## src/rtl/stopwatch_counter.sv

```systemverilog
// Centisecond stopwatch datapath: BCD SS.CC running count with clear,
// lap-hold snapshot display and a one-cycle rollover pulse.
module stopwatch_counter #(
   parameter int SEC_LIMIT = 60
) (
   input  logic       clk_100hz,
   input  logic       rst,
   input  logic       count_en,
   input  logic       clear,
   input  logic       lap,
   output logic [3:0] sec_tens,
   output logic [3:0] sec_ones,
   output logic [3:0] cs_tens,
   output logic [3:0] cs_ones,
   output logic       lap_active,
   output logic       wrap
);

   localparam logic [3:0] MAX_SEC_TENS = 4'((SEC_LIMIT - 1) / 10);
   localparam logic [3:0] MAX_SEC_ONES = 4'((SEC_LIMIT - 1) % 10);

   logic [3:0] run_st, run_so, run_ct, run_co;
   logic [3:0] snap_st, snap_so, snap_ct, snap_co;
   logic [3:0] nxt_st, nxt_so, nxt_ct, nxt_co;
   logic       lap_hold;
   logic       at_max;

   assign at_max = (run_st == MAX_SEC_TENS) && (run_so == MAX_SEC_ONES) &&
                   (run_ct == 4'd9) && (run_co == 4'd9);

   // BCD ripple carry from centisecond units up to seconds tens
   always_comb begin
      nxt_st = run_st;
      nxt_so = run_so;
      nxt_ct = run_ct;
      nxt_co = run_co;
      if (at_max) begin
         nxt_st = 4'd0;
         nxt_so = 4'd0;
         nxt_ct = 4'd0;
         nxt_co = 4'd0;
      end else if (run_co != 4'd9) begin
         nxt_co = run_co + 4'd1;
      end else begin
         nxt_co = 4'd0;
         if (run_ct != 4'd9) begin
            nxt_ct = run_ct + 4'd1;
         end else begin
            nxt_ct = 4'd0;
            if (run_so != 4'd9) begin
               nxt_so = run_so + 4'd1;
            end else begin
               nxt_so = 4'd0;
               nxt_st = run_st + 4'd1;
            end
         end
      end
   end

   always_ff @(posedge clk_100hz) begin
      if (rst || clear) begin
         run_st   <= 4'd0;
         run_so   <= 4'd0;
         run_ct   <= 4'd0;
         run_co   <= 4'd0;
         snap_st  <= 4'd0;
         snap_so  <= 4'd0;
         snap_ct  <= 4'd0;
         snap_co  <= 4'd0;
         lap_hold <= 1'b0;
         wrap     <= 1'b0;
      end else begin
         wrap <= count_en && at_max;
         if (count_en) begin
            run_st <= nxt_st;
            run_so <= nxt_so;
            run_ct <= nxt_ct;
            run_co <= nxt_co;
         end
         // Snapshot takes the pre-increment value when lap and count coincide
         if (lap) begin
            if (!lap_hold) begin
               snap_st <= run_st;
               snap_so <= run_so;
               snap_ct <= run_ct;
               snap_co <= run_co;
            end
            lap_hold <= !lap_hold;
         end
      end
   end

   assign sec_tens   = lap_hold ? snap_st : run_st;
   assign sec_ones   = lap_hold ? snap_so : run_so;
   assign cs_tens    = lap_hold ? snap_ct : run_ct;
   assign cs_ones    = lap_hold ? snap_co : run_co;
   assign lap_active = lap_hold;

endmodule
```

## config.mk

```make
export PLATFORM = sky130hd
export DESIGN_NAME = stopwatch_counter
export DESIGN_NICKNAME = d
export VERILOG_FILES = /design/src/rtl/stopwatch_counter.sv
export SDC_FILE = /design/constraint.sdc
export NUM_CORES = 1
export LEC_CHECK = 0
export CAP_MARGIN = 15
export CORE_MARGIN = 10
export CORE_UTILIZATION = 55
export CTS_BUF_LIST = sky130_fd_sc_hd__clkbuf_4 sky130_fd_sc_hd__clkbuf_8
export DETAILED_ROUTE_END_ITERATION = 6
export GPL_ROUTABILITY_DRIVEN = 0
export HOLD_SLACK_MARGIN = 0.12
export PLACE_DENSITY = 0.8
export SKIP_CTS_REPAIR_TIMING = 1
export SLEW_MARGIN = 15
export SYNTH_ARGS = -nofsm -noshare
export SYNTH_HDL_FRONTEND = slang
export SYNTH_SLANG_ARGS = --single-unit
```

## constraint.sdc

```tcl
create_clock -name clk_100hz -period 4.8 [get_ports clk_100hz]
set_clock_uncertainty 0.15 [all_clocks]
set_input_delay 0.72 -clock clk_100hz [delete_from_list [all_inputs] [get_ports clk_100hz]]
set_output_delay 0.72 -clock clk_100hz [all_outputs]
set_load 0.02 [all_outputs]
```

==> impl_metrics.py, run 1 <==
metrics = {
    "die": {
        "die_w_um": 75.1,
        "core_area_mm2": 0.00283,
        "start_util_pct": 59.0,
        "die-area_mm2": 0.00564,
        "fp.dieH_um": 75.1,
        "ios": 23,
        "row_count": 19,
    },
    "timing": {
        "rsz0062_at_grt": "false",
        "finalHoldViolations": 0,
        "finalCritPeriodShare_pct": 65.0,
        "maxSlewHeadroom_pct": 37.9,
        "min_period_ns": 3.12,
        "drv_slew": 0,
        "worst_pin_slew_ns": 0.930,
        "setup_viol": 0,
        "tns_ns": 0,
        "holdWs_ns": 0.307,
        "fmax_ghz": 0.320,
        "layout_setup_ws_ns": 1.68,
    },
    "worst_setup_path": {
        "slowest_stage": "dfxtp_1",
        "start_kind": "register",
        "crit_arrival_ns": 2.25,
        "crit_required_ns": 3.93,
        "critPathKind": "register to output port",
        "cp-end-kind": "output port",
        "path_cells": "mux2_2, clkdlybuf4s50_1",
        "crit_family": "flip-flops",
        "critPathBufInv": 1,
        "cp_slowest_stage_delay_ns": 0.94,
        "crit_fanout": 24,
    },
    "finish": {
        "final_common_cell": "nand2_1",
        "fin_nets": 228,
        "final_cells": 247,
        "drive_gt1_share_pct": 12.0,
        "most-common-layout-cells": "nand2_1, dfxtp_1, a21oi_1",
        "antennaDiodeCount": 0,
        "area_growth_syn_to_layout_pct": 15.7,
    },
    "drt": {
        "wl_per_cell_um": 13.9,
        "ant_nets": 0,
        "first_pass_iters": 4,
        "wl_um": 3420,
        "vias_per_cell": 5.59,
        "vias": 1381,
        "route.detailed.drc": 0,
        "drtIter0Drc": 86,
    },
    "run_status": {
        "status": "finished clean",
    },
    "grt": {
        "antenna_found_initial": 0,
        "grt_pass1_vias": 1311,
        "grt_pass1_wl_um": 5770,
        "grt_use_total_pct": 13.1,
        "overflow": 0,
        "grt_max_degree": 31,
    },
    "yosys": {
        "syn_inst": 200,
        "ys_ff_latch": 34,
        "synth_top_area_share_pct": 40.8,
        "synth.area.top_cells": "dfxtp_1, nand2_1, mux2_2, a21oi_1, ha_1",
        "ys_types": 34,
        "synth.largest_area_cell": "dfxtp_1",
        "syn-cell-area_mm2": 0.00167,
        "ys_seq_area_share_pct": 40.8,
        "yosysWarnings": 0,
        "syn_nets": 213,
        "avgSynthCellArea_um2": 8.35,
    },
    "power": {
        "p_per_area_mw_per_mm2": 250,
        "p_leak_nw": 0.725,
        "swShare_pct": 23.7,
        "pwr-share-clk_pct": 35.7,
        "power_w": 0.000483,
        "switchingPower_w": 0.000115,
        "comb_power_share_pct": 5.0,
        "internal_power_w": 0.000369,
        "peakVddDrop_mv": 0.153,
        "p_seq_share_pct": 59.3,
    },
    "clock_network": {
        "cts_root_buf": "clkbuf_4",
        "cts.sinks": 34,
        "clk_path_buf_depth": 2,
        "h-tree-depth": 2,
        "worstSkewPairLatency_ns": 0.34,
        "path_clk_slew_ns": 0.10,
        "cts_made_buffers": 5,
        "cts_tree": "done",
    },
    "flow_run": {
        "max_cap_viol_count": 0,
    },
    "place": {
        "place_ws_ns": 1.66,
        "io_buffers": 22,
        "dp.cells": 239,
        "hpwl_um": 2440,
    },
    "hold_path": {
        "min_path_type": "register to register",
    },
}
-- cells in the mapped netlist (all sizes together) --
master / count
or3: 2
nand2: 47
nor2: 13
xor2: 1
nor3b: 1
a32o: 1
dfxtp: 34
nand4b: 2
nand2b: 2
xnor2: 3
a311oi: 1
clkbuf: 9
mux2: 12
or4: 2
mux2i: 2
and4b: 1
ha: 8
nor2b: 1
buf: 5
or2: 1
nand3: 3
a211oi: 1
inv: 5
nand4: 1
nand3b: 4
a21oi: 24
o21ai: 6
nor4: 1
nor3: 6
and3b: 1
-- sequential cells by signal, summed over array words and instances, names as in the netlist --
signal / cells
wrap: 1
snap_co: 4
run_st: 4
run_so: 4
run_ct: 4
snap_so: 4
lap_active: 1
snap_st: 4
snap_ct: 4
run_co: 4
-- power by group through the flow --
stage	Sequential, W	Clock, W	Combinational [W]
after CTS	0.000287	0.000175	0.0000244
after detailed placement	0.000293	0	0.0000243
after global placement	0.000293	0	0.0000239
after floorplan	0.000291	0	0.0000181
final	0.000287	0.000172	0.0000241
after global routing	0.000288	0.000190	0.0000267
-- logic make-up after synthesis --
| family | synth area share (%) |
|---|---|
| AO/OA/AOI/OAI | 10.6 |
| XOR/XNOR | 2.10 |
| adder cells (fa/ha/maj) | 6.00 |
| buffers and inverters | 4.95 |
| flip-flops | 40.8 |
| multiplexers | 9.30 |
| AND/OR/NAND/NOR | 26.3 |
-- stage by stage --
| stage | util, % | area [um2] |
|---|---|---|
| 2_1_floorplan | - | 1670 |
| 3_3_place_gp | 65.9 | 1860 |
| 3_5_place_dp | 65.9 | 1860 |
| 4_1_cts | 68.2 | 1930 |
| 5_1_grt | 68.2 | 1930 |
| 6_report | 68.2 | 1930 |
-- metal layers --
metal,global-route usage [%],vias up,wire [um]
met1,14.8,645,1490
met2,21.0,25,1660
li1,-,704,-
met3,5.65,7,223
met5,0,-,0
met4,5.67,0,42
-- tightest hold or removal path, cell delays in order (launching register included) --
cell,delay [ns]
dfxtp_1,0.32
nand2_1,0.05
a21oi_1,0.05
-- path summary, 6_finish.rpt --
kind / cells after the start / start / slack, ns / endpoint
worst max-delay path: 2 / lap_active / 1.68 / sec_tens[0]
worst min-delay path: 2 / snap_co[3] / 0.31 / snap_co[3]
worst max register to register: 5 / run_co[0] / 2.30 / run_st[3]
worst min register to register: 2 / snap_co[3] / 0.31 / snap_co[3]
-- layout make-up --
type,count,area [um2]
Multi-Input combinational cell,147,908
Fill cell,234,898
Clock buffer,7,58.8
Timing Repair Buffer,22,220
Inverter,5,18.8
Tap cell,31,38.8
Sequential cell,34,681
Clock inverter,1,5.00
Note: power is estimated with default switching activity, not from simulation.
==> run 2, diff against run 1 <==
==> constraint.sdc (replaced) <==
create_clock -name clk_100hz -period 3 [get_ports clk_100hz]
set_clock_uncertainty 0.15 [all_clocks]
set_input_delay 0.45 -clock clk_100hz [delete_from_list [all_inputs] [get_ports clk_100hz]]
set_output_delay 0.45 -clock clk_100hz [all_outputs]
set_load 0.02 [all_outputs]
==> run 2 against run 1 <==
- critical path type unchanged
- total power rose by 55%
- global-route usage rose by 0.44 points
- flip-flop and latch count did not move
- count of clock-buffer cells in the layout did not move
- critical path depth rose by 1
- worst hold slack improved by 0.0018 ns
==> impl_metrics.py, run 2 (synthesis results as in run 1) <==
metrics = {
    "run_status": {
        "status": "finished clean",
    },
    "timing": {
        "fmax_ghz": 0.407,
        "min_period_ns": 2.45,
        "setup_viol": 0,
        "finalHoldViolations": 0,
        "tns_ns": 0,
        "finalCritPeriodShare_pct": 81.8,
        "drv_slew": 0,
        "rsz0062_at_grt": "false",
        "maxSlewHeadroom_pct": 54.0,
        "worst_pin_slew_ns": 0.690,
    },
    "power": {
        "p_per_area_mw_per_mm2": 386,
        "peakVddDrop_mv": 0.297,
        "p_leak_nw": 0.732,
        "power_w": 0.000748,
    },
    "die": {
        "fp.dieH_um": 75.1,
        "ios": 23,
        "core_area_mm2": 0.00283,
        "die-area_mm2": 0.00564,
        "start_util_pct": 59.0,
        "row_count": 19,
        "die_w_um": 75.1,
    },
    "clock_network": {
        "clk_path_buf_depth": 2,
        "cts.sinks": 34,
        "cts_tree": "done",
        "cts_root_buf": "clkbuf_4",
        "cts_made_buffers": 5,
        "h-tree-depth": 2,
        "worstSkewPairLatency_ns": 0.33,
        "path_clk_slew_ns": 0.09,
    },
    "worst_setup_path": {
        "cp-end-kind": "output port",
        "r2r_end": "run_st[0]",
        "timing.rr.start": "run_co[0]",
        "cp_slowest_stage_delay_ns": 0.54,
        "path_cells": "buf_4, mux2_2, clkdlybuf4s50_1",
        "start_kind": "register",
        "r2r_slack_ns": 0.66,
        "crit_fanout": 24,
        "slowest_stage": "clkdlybuf4s50_1",
        "crit_cells": 3,
        "crit_required_ns": 2.40,
        "critPathKind": "register to output port",
        "critPathBufInv": 2,
        "crit_arrival_ns": 1.85,
        "crit_family": "buffers and inverters",
        "r2r_cells": 6,
    },
    "finish": {
        "fin_nets": 231,
        "antennaDiodeCount": 0,
        "final_cells": 249,
        "drive_gt1_share_pct": 12.4,
        "multi_input_area_um2": 906,
        "fill_cells": 232,
        "design_area_mm2": 0.00194,
        "seqCellArea_um2": 681,
        "most-common-layout-cells": "nand2_1, dfxtp_1, a21oi_1",
        "area_growth_syn_to_layout_pct": 16.2,
        "final_core_util_pct": 68.6,
        "final_common_cell": "nand2_1",
    },
    "hold_path": {
        "min_from": "snap_co[2]",
        "whs_endpoint": "snap_co[2]",
        "min_path_type": "register to register",
        "hold_depth": 2,
    },
    "grt": {
        "grt_use_total_pct": 13.5,
        "grt_max_degree": 31,
        "overflow": 0,
        "antenna_found_initial": 0,
        "grt_pass1_wl_um": 5930,
        "grt_pass1_vias": 1350,
    },
    "flow_run": {
        "max_cap_viol_count": 0,
    },
    "drt": {
        "drtIter0Drc": 118,
        "wl_per_cell_um": 14.2,
        "ant_nets": 0,
        "route.detailed.drc": 0,
        "first_pass_iters": 4,
        "vias": 1388,
        "wl_um": 3540,
        "vias_per_cell": 5.57,
    },
    "place": {
        "place_area_mm2": 0.00189,
        "dp.cells": 242,
        "hpwl_um": 2460,
        "io_buffers": 22,
    },
}
-- run 2: changes by cell type in the layout (fill, tap and decap cells not counted), sizes merged --
| cell | previous run | this run |
|---|---|---|
| clkinv | 1 | 0 |
| buf | 0 | 3 |
-- run 2: metal layers --
| layer | vias up | wire (um) | part of all wire (%) | track usage, % |
|---|---|---|---|---|
| met5 | - | 0 | 0 | 0 |
| met4 | 0 | 54 | 1.5 | 5.67 |
| met1 | 644 | 1500 | 42 | 13.9 |
| met2 | 30 | 1730 | 49 | 23.5 |
| li1 | 709 | - | - | - |
| met3 | 5 | 256 | 7.2 | 5.78 |
-- run 2: report_power, final --
part	switching, W	internal [W]	leakage [nW]
clock	0.000142	0.000106	0.0322
combinational	0.0000294	0.0000160	0.426
sequential	0.00000183	0.000453	0.274
total	0.000173	0.000575	0.732
-- run 2: through the flow --
stage | setup WS, ns | hold WS (ns)
global route | 0.464 | 0.326
finish | 0.545 | 0.309
global placement | 0.362 | 0.288
CTS | 0.526 | 0.311
detailed placement | 0.291 | 0.298
floorplan | 0.748 | 0.283
-- run 2: worst max-delay path by stage --
stage	start	endpoint	slack (ns)
final	lap_active	cs_tens[3]	0.55
after global routing	lap_active	sec_tens[2]	0.46
after CTS	lap_active	sec_ones[3]	0.53
after detailed placement	count_en	run_st[0]	0.29
after global placement	count_en	run_st[3]	0.36
after floorplan	run_co[0]	run_st[3]	0.75
-- run 2: area by class of cell --
type | instances | share of cell area (%)
Tap cell | 31 | 2.00
Timing Repair Buffer | 25 | 12.5
Inverter | 5 | 0.968
Sequential cell | 34 | 35.1
Clock buffer | 7 | 2.71
Multi-Input combinational cell | 147 | 46.7
-- run 2: worst reg2reg max path, stage by stage (launching register included) --
cell and delay (ns):
dfxtp_1 0.46, ha_1 0.30, nand4b_4 0.18, or4_1 0.52, buf_4 0.17, or3_1 0.34, a21oi_1 0.15
==> run 3, diff against run 2 <==
--- a/config.mk
+++ b/config.mk
@@ -7,12 +7,12 @@
 export LEC_CHECK = 0
 export CAP_MARGIN = 15
 export CORE_MARGIN = 10
-export CORE_UTILIZATION = 55
+export CORE_UTILIZATION = 51
 export CTS_BUF_LIST = sky130_fd_sc_hd__clkbuf_4 sky130_fd_sc_hd__clkbuf_8
 export DETAILED_ROUTE_END_ITERATION = 6
 export GPL_ROUTABILITY_DRIVEN = 0
 export HOLD_SLACK_MARGIN = 0.12
-export PLACE_DENSITY = 0.8
+export PLACE_DENSITY = 0.78
 export SKIP_CTS_REPAIR_TIMING = 1
 export SLEW_MARGIN = 15
 export SYNTH_ARGS = -nofsm -noshare
==> constraint.sdc (replaced) <==
create_clock -name clk_100hz -period 2.2 [get_ports clk_100hz]
set_clock_uncertainty 0.15 [all_clocks]
set_input_delay 0.33 -clock clk_100hz [delete_from_list [all_inputs] [get_ports clk_100hz]]
set_output_delay 0.33 -clock clk_100hz [all_outputs]
set_load 0.02 [all_outputs]
==> run 3 against run 2 <==
- register-to-register slack lost 0.55 ns
- total power increased by 38%
- flip-flop and latch count did not move
- largest cell class unchanged
- largest power group unchanged
- worst setup slack got worse by 0.47 ns
==> impl_metrics.py, run 3 (synthesis results as in run 1) <==
metrics = {
    "run_status": {
        "status": "finished clean",
    },
    "clock_network": {
        "h-tree-depth": 2,
        "path_clk_slew_ns": 0.09,
        "cts_made_buffers": 5,
        "clk_path_buf_depth": 2,
        "cts_tree": "done",
        "cts_root_buf": "clkbuf_4",
        "cts.sinks": 34,
        "worstSkewPairLatency_ns": 0.34,
    },
    "place": {
        "place_ws_ns": -0.155,
        "io_buffers": 22,
        "hpwl_um": 2830,
    },
    "finish": {
        "most-common-layout-cells": "nand2_1, dfxtp_1, a21oi_1",
        "fin_nets": 241,
        "antennaDiodeCount": 0,
        "drive_gt1_share_pct": 17.5,
        "area_growth_syn_to_layout_pct": 24.7,
        "final_common_cell": "nand2_1",
    },
    "worst_setup_path": {
        "crit_required_ns": 1.72,
        "cp_slowest_stage_delay_ns": 0.63,
        "critPathKind": "register to output port",
        "path_cells": "buf_4, nand2_1, o21ai_0, clkdlybuf4s50_1",
        "critPathBufInv": 2,
        "crit_fanout": 10,
        "start_kind": "register",
        "cp-end-kind": "output port",
        "slowest_stage": "clkdlybuf4s50_1",
        "crit_arrival_ns": 1.64,
        "crit_family": "buffers and inverters",
    },
    "drt": {
        "route.detailed.drc": 0,
        "first_pass_iters": 4,
        "ant_nets": 0,
        "drtIter0Drc": 75,
        "wl_per_cell_um": 14.0,
        "vias": 1434,
        "wl_um": 3820,
        "vias_per_cell": 5.27,
    },
    "hold_path": {
        "min_path_type": "register to register",
    },
    "die": {
        "fp.dieH_um": 77.2,
        "die-area_mm2": 0.00596,
        "row_count": 20,
        "die_w_um": 77.2,
        "core_area_mm2": 0.00310,
        "start_util_pct": 53.8,
        "ios": 23,
    },
    "timing": {
        "finalCritPeriodShare_pct": 96.5,
        "drv_slew": 0,
        "worst_pin_slew_ns": 0.396,
        "layout_setup_ws_ns": 0.0773,
        "rsz0062_at_grt": "false",
        "fmax_ghz": 0.471,
        "maxSlewHeadroom_pct": 73.3,
        "min_period_ns": 2.12,
        "holdWs_ns": 0.309,
        "finalHoldViolations": 0,
        "setup_viol": 0,
    },
    "grt": {
        "grt_pass1_wl_um": 6430,
        "overflow": 0,
        "grt_pass1_vias": 1410,
        "grt_use_total_pct": 13.2,
        "antenna_found_initial": 0,
        "grt_max_degree": 19,
    },
    "power": {
        "p_leak_nw": 1.06,
        "peakVddDrop_mv": 0.381,
        "p_per_area_mw_per_mm2": 496,
    },
    "flow_run": {
        "max_cap_viol_count": 0,
    },
}
==> run 3: through the flow <==
step	total power, W	instance area [um2]	utilization [%]	TNS [ns]	cells
finish	0.00103	2080	67.1	0	272
CTS	0.00104	2040	65.9	-1.07	272
global route	0.00108	2080	67.1	0	272
detailed placement	0.000706	1990	64.2	-0.471	265
floorplan	0.000677	1680	-	0	200
global placement	0.000703	1990	64.2	-0.298	265
==> run 3: worst paths after layout <==
kind | startpoint | to | slack [ns] | depth (start not counted)
max | lap_active | cs_tens[1] | 0.08 | 4
min | snap_ct[2] | snap_ct[2] | 0.31 | 2
max reg2reg | run_ct[1] | run_st[3] | 0.11 | 6
min reg2reg | snap_ct[2] | snap_ct[2] | 0.31 | 2
==> run 3: final cells by class <==
cell class	count	area, um2
fillers	289	1020
inverters	5	18.8
well taps	44	55.1
clock buffers	7	52.6
repair buffers	35	355
flip-flops and latches	34	682
multi-input cells	147	918
==> run 3: layer usage <==
metal / track usage, % / up-vias / share of wire [%]
met5: 0 / - / 0
met4: 5.47 / 0 / 1.5
met3: 6.18 / 7 / 6.4
met2: 21.8 / 29 / 49
met1: 14.2 / 665 / 44
li1: - / 733 / -
==> run 3: where the power goes <==
group | leakage (nW) | internal (W) | total, W | switching (W)
sequential | 0.274 | 0.000617 | 0.000621 | 0.00000307
combinational | 0.755 | 0.0000276 | 0.0000694 | 0.0000417
clock | 0.0322 | 0.000145 | 0.000342 | 0.000197
==> run 3: worst register-to-register path, delay by kind of cell, from the launching register on <==
| family | cells | cell delay, ns |
|---|---|---|
| buf+inv | 1 | 0.09 |
| compound gates | 1 | 0.14 |
| flops | 1 | 0.32 |
| fa+ha+maj | 1 | 0.20 |
| simple gates | 3 | 1.12 |
==> variant (flow settings as in run 3) <==
Put a register stage on the output `cs_ones`. The value now appears one clock later. The other outputs are not delayed to match.
--- a/src/rtl/stopwatch_counter.sv
+++ b/src/rtl/stopwatch_counter.sv
@@ -95,3 +95,5 @@
    assign cs_tens    = lap_hold ? snap_ct : run_ct;
-   assign cs_ones    = lap_hold ? snap_co : run_co;
+   always_ff @(posedge clk_100hz) begin
+      cs_ones <= lap_hold ? snap_co : run_co;
+   end
    assign lap_active = lap_hold;
Formal check against the unedited RTL: not equivalent (Yosys sat finds a counterexample within 4 cycles, from zero or initial values).
==> variant against run 3 <==
Area after synthesis is 4.6% higher. Setup slack better by 0.14 ns. Critical path type unchanged. Power is 17% higher. Non-clock buffer count is 6 lower. Routed wire length is 6.8% lower. Sequential cell count is 4 higher. Die area is 3.4% higher. Final area is 2.7% higher.
==> variant: results <==
[placed_design]
dp_cells = 264
placed_area_um2 = 2030
hpwl_um = 2530

[drt]
avgRoutedWirePerCell_um = 13.1
route.met2.wl_um = 1600
route.met3.wl_um = 214
wl_um = 3550
vias_per_cell = 5.06
wl_met1_um = 1690
drtIter0Drc = 46

[layout]
n_fill_cell = 292
clk_share_pct = 3.69
multi_input_area_share_pct = 42.7
nClkBuffers = 8
drive_gt1_share_pct = 14.6
nets = 238
n_all_inverters = 7
seq_area_um2 = 761
n_all_buffers = 29
multi_input_gates = 144
buf_share_pct = 14.2

[global_route]
grt_max_degree = 18
grtUsageMet3_pct = 5.81
gr-usage-met1_pct = 14.3
grt_pass1_wl_um = 6170
grt_pass1_vias = 1376

[setup_path]
critical_path_arrival_ns = 1.51
r2r-start = run_co[0]
worstPathMaxFanout = 12

[pwr]
leakagePower_nw = 1.03
swShare_pct = 22.4
power_density_nw_per_um2 = 566

[synthesis]
synth_cell_type_count = 30
syn_area_per_cell_um2 = 8.73
synth_area_leaders = dfxtp_1 (44%), nand2_1 (8.4%), mux2_2 (7.7%)
yosys_warnings = 0
synth_common_cells = nand2_1 (39), dfxtp_1 (38), a21oi_1 (21), nor2_1 (21), mux2_2 (12)

[clock_network]
path_clk_slew_ns = 0.11
clock-sinks = 38

[worst_hold_path]
min_from = snap_co[3]

[sta]
slew-limit-headroom_pct = 76.1

[status]
outcome = finished, final reports clean

[floorplan]
taps = 46
variant: cell types whose count changed after synthesis, sizes merged, moves of 3 or more:
| cell | change |
|---|---|
| a21oi | -3 |
| dfxtp | +4 |
| nor2 | +8 |
| nand2 | -8 |
| xnor2 | +3 |
| clkbuf | -3 |
variant: cell families after synthesis:
family / Yosys count / share of synthesized area [%]
xor gates and xnor gates: 8 / 4.01
buffers and inverters: 18 / 4.23
AOI/OAI and AO/OA: 30 / 9.24
DFF: 38 / 43.6
adders and majority gates: 8 / 5.73
muxes: 14 / 8.88
and+or+nand+nor: 84 / 24.4
variant: path summary, 6_finish.rpt:
| kind | endpoint | slack, ns | depth (start not counted) |
|---|---|---|---|
| worst max-delay path | lap_active | 0.21 | 2 |
| worst min-delay path | snap_co[3] | 0.31 | 2 |
| worst max register to register | run_ct[3] | 0.41 | 6 |
| worst min register to register | snap_co[3] | 0.31 | 2 |
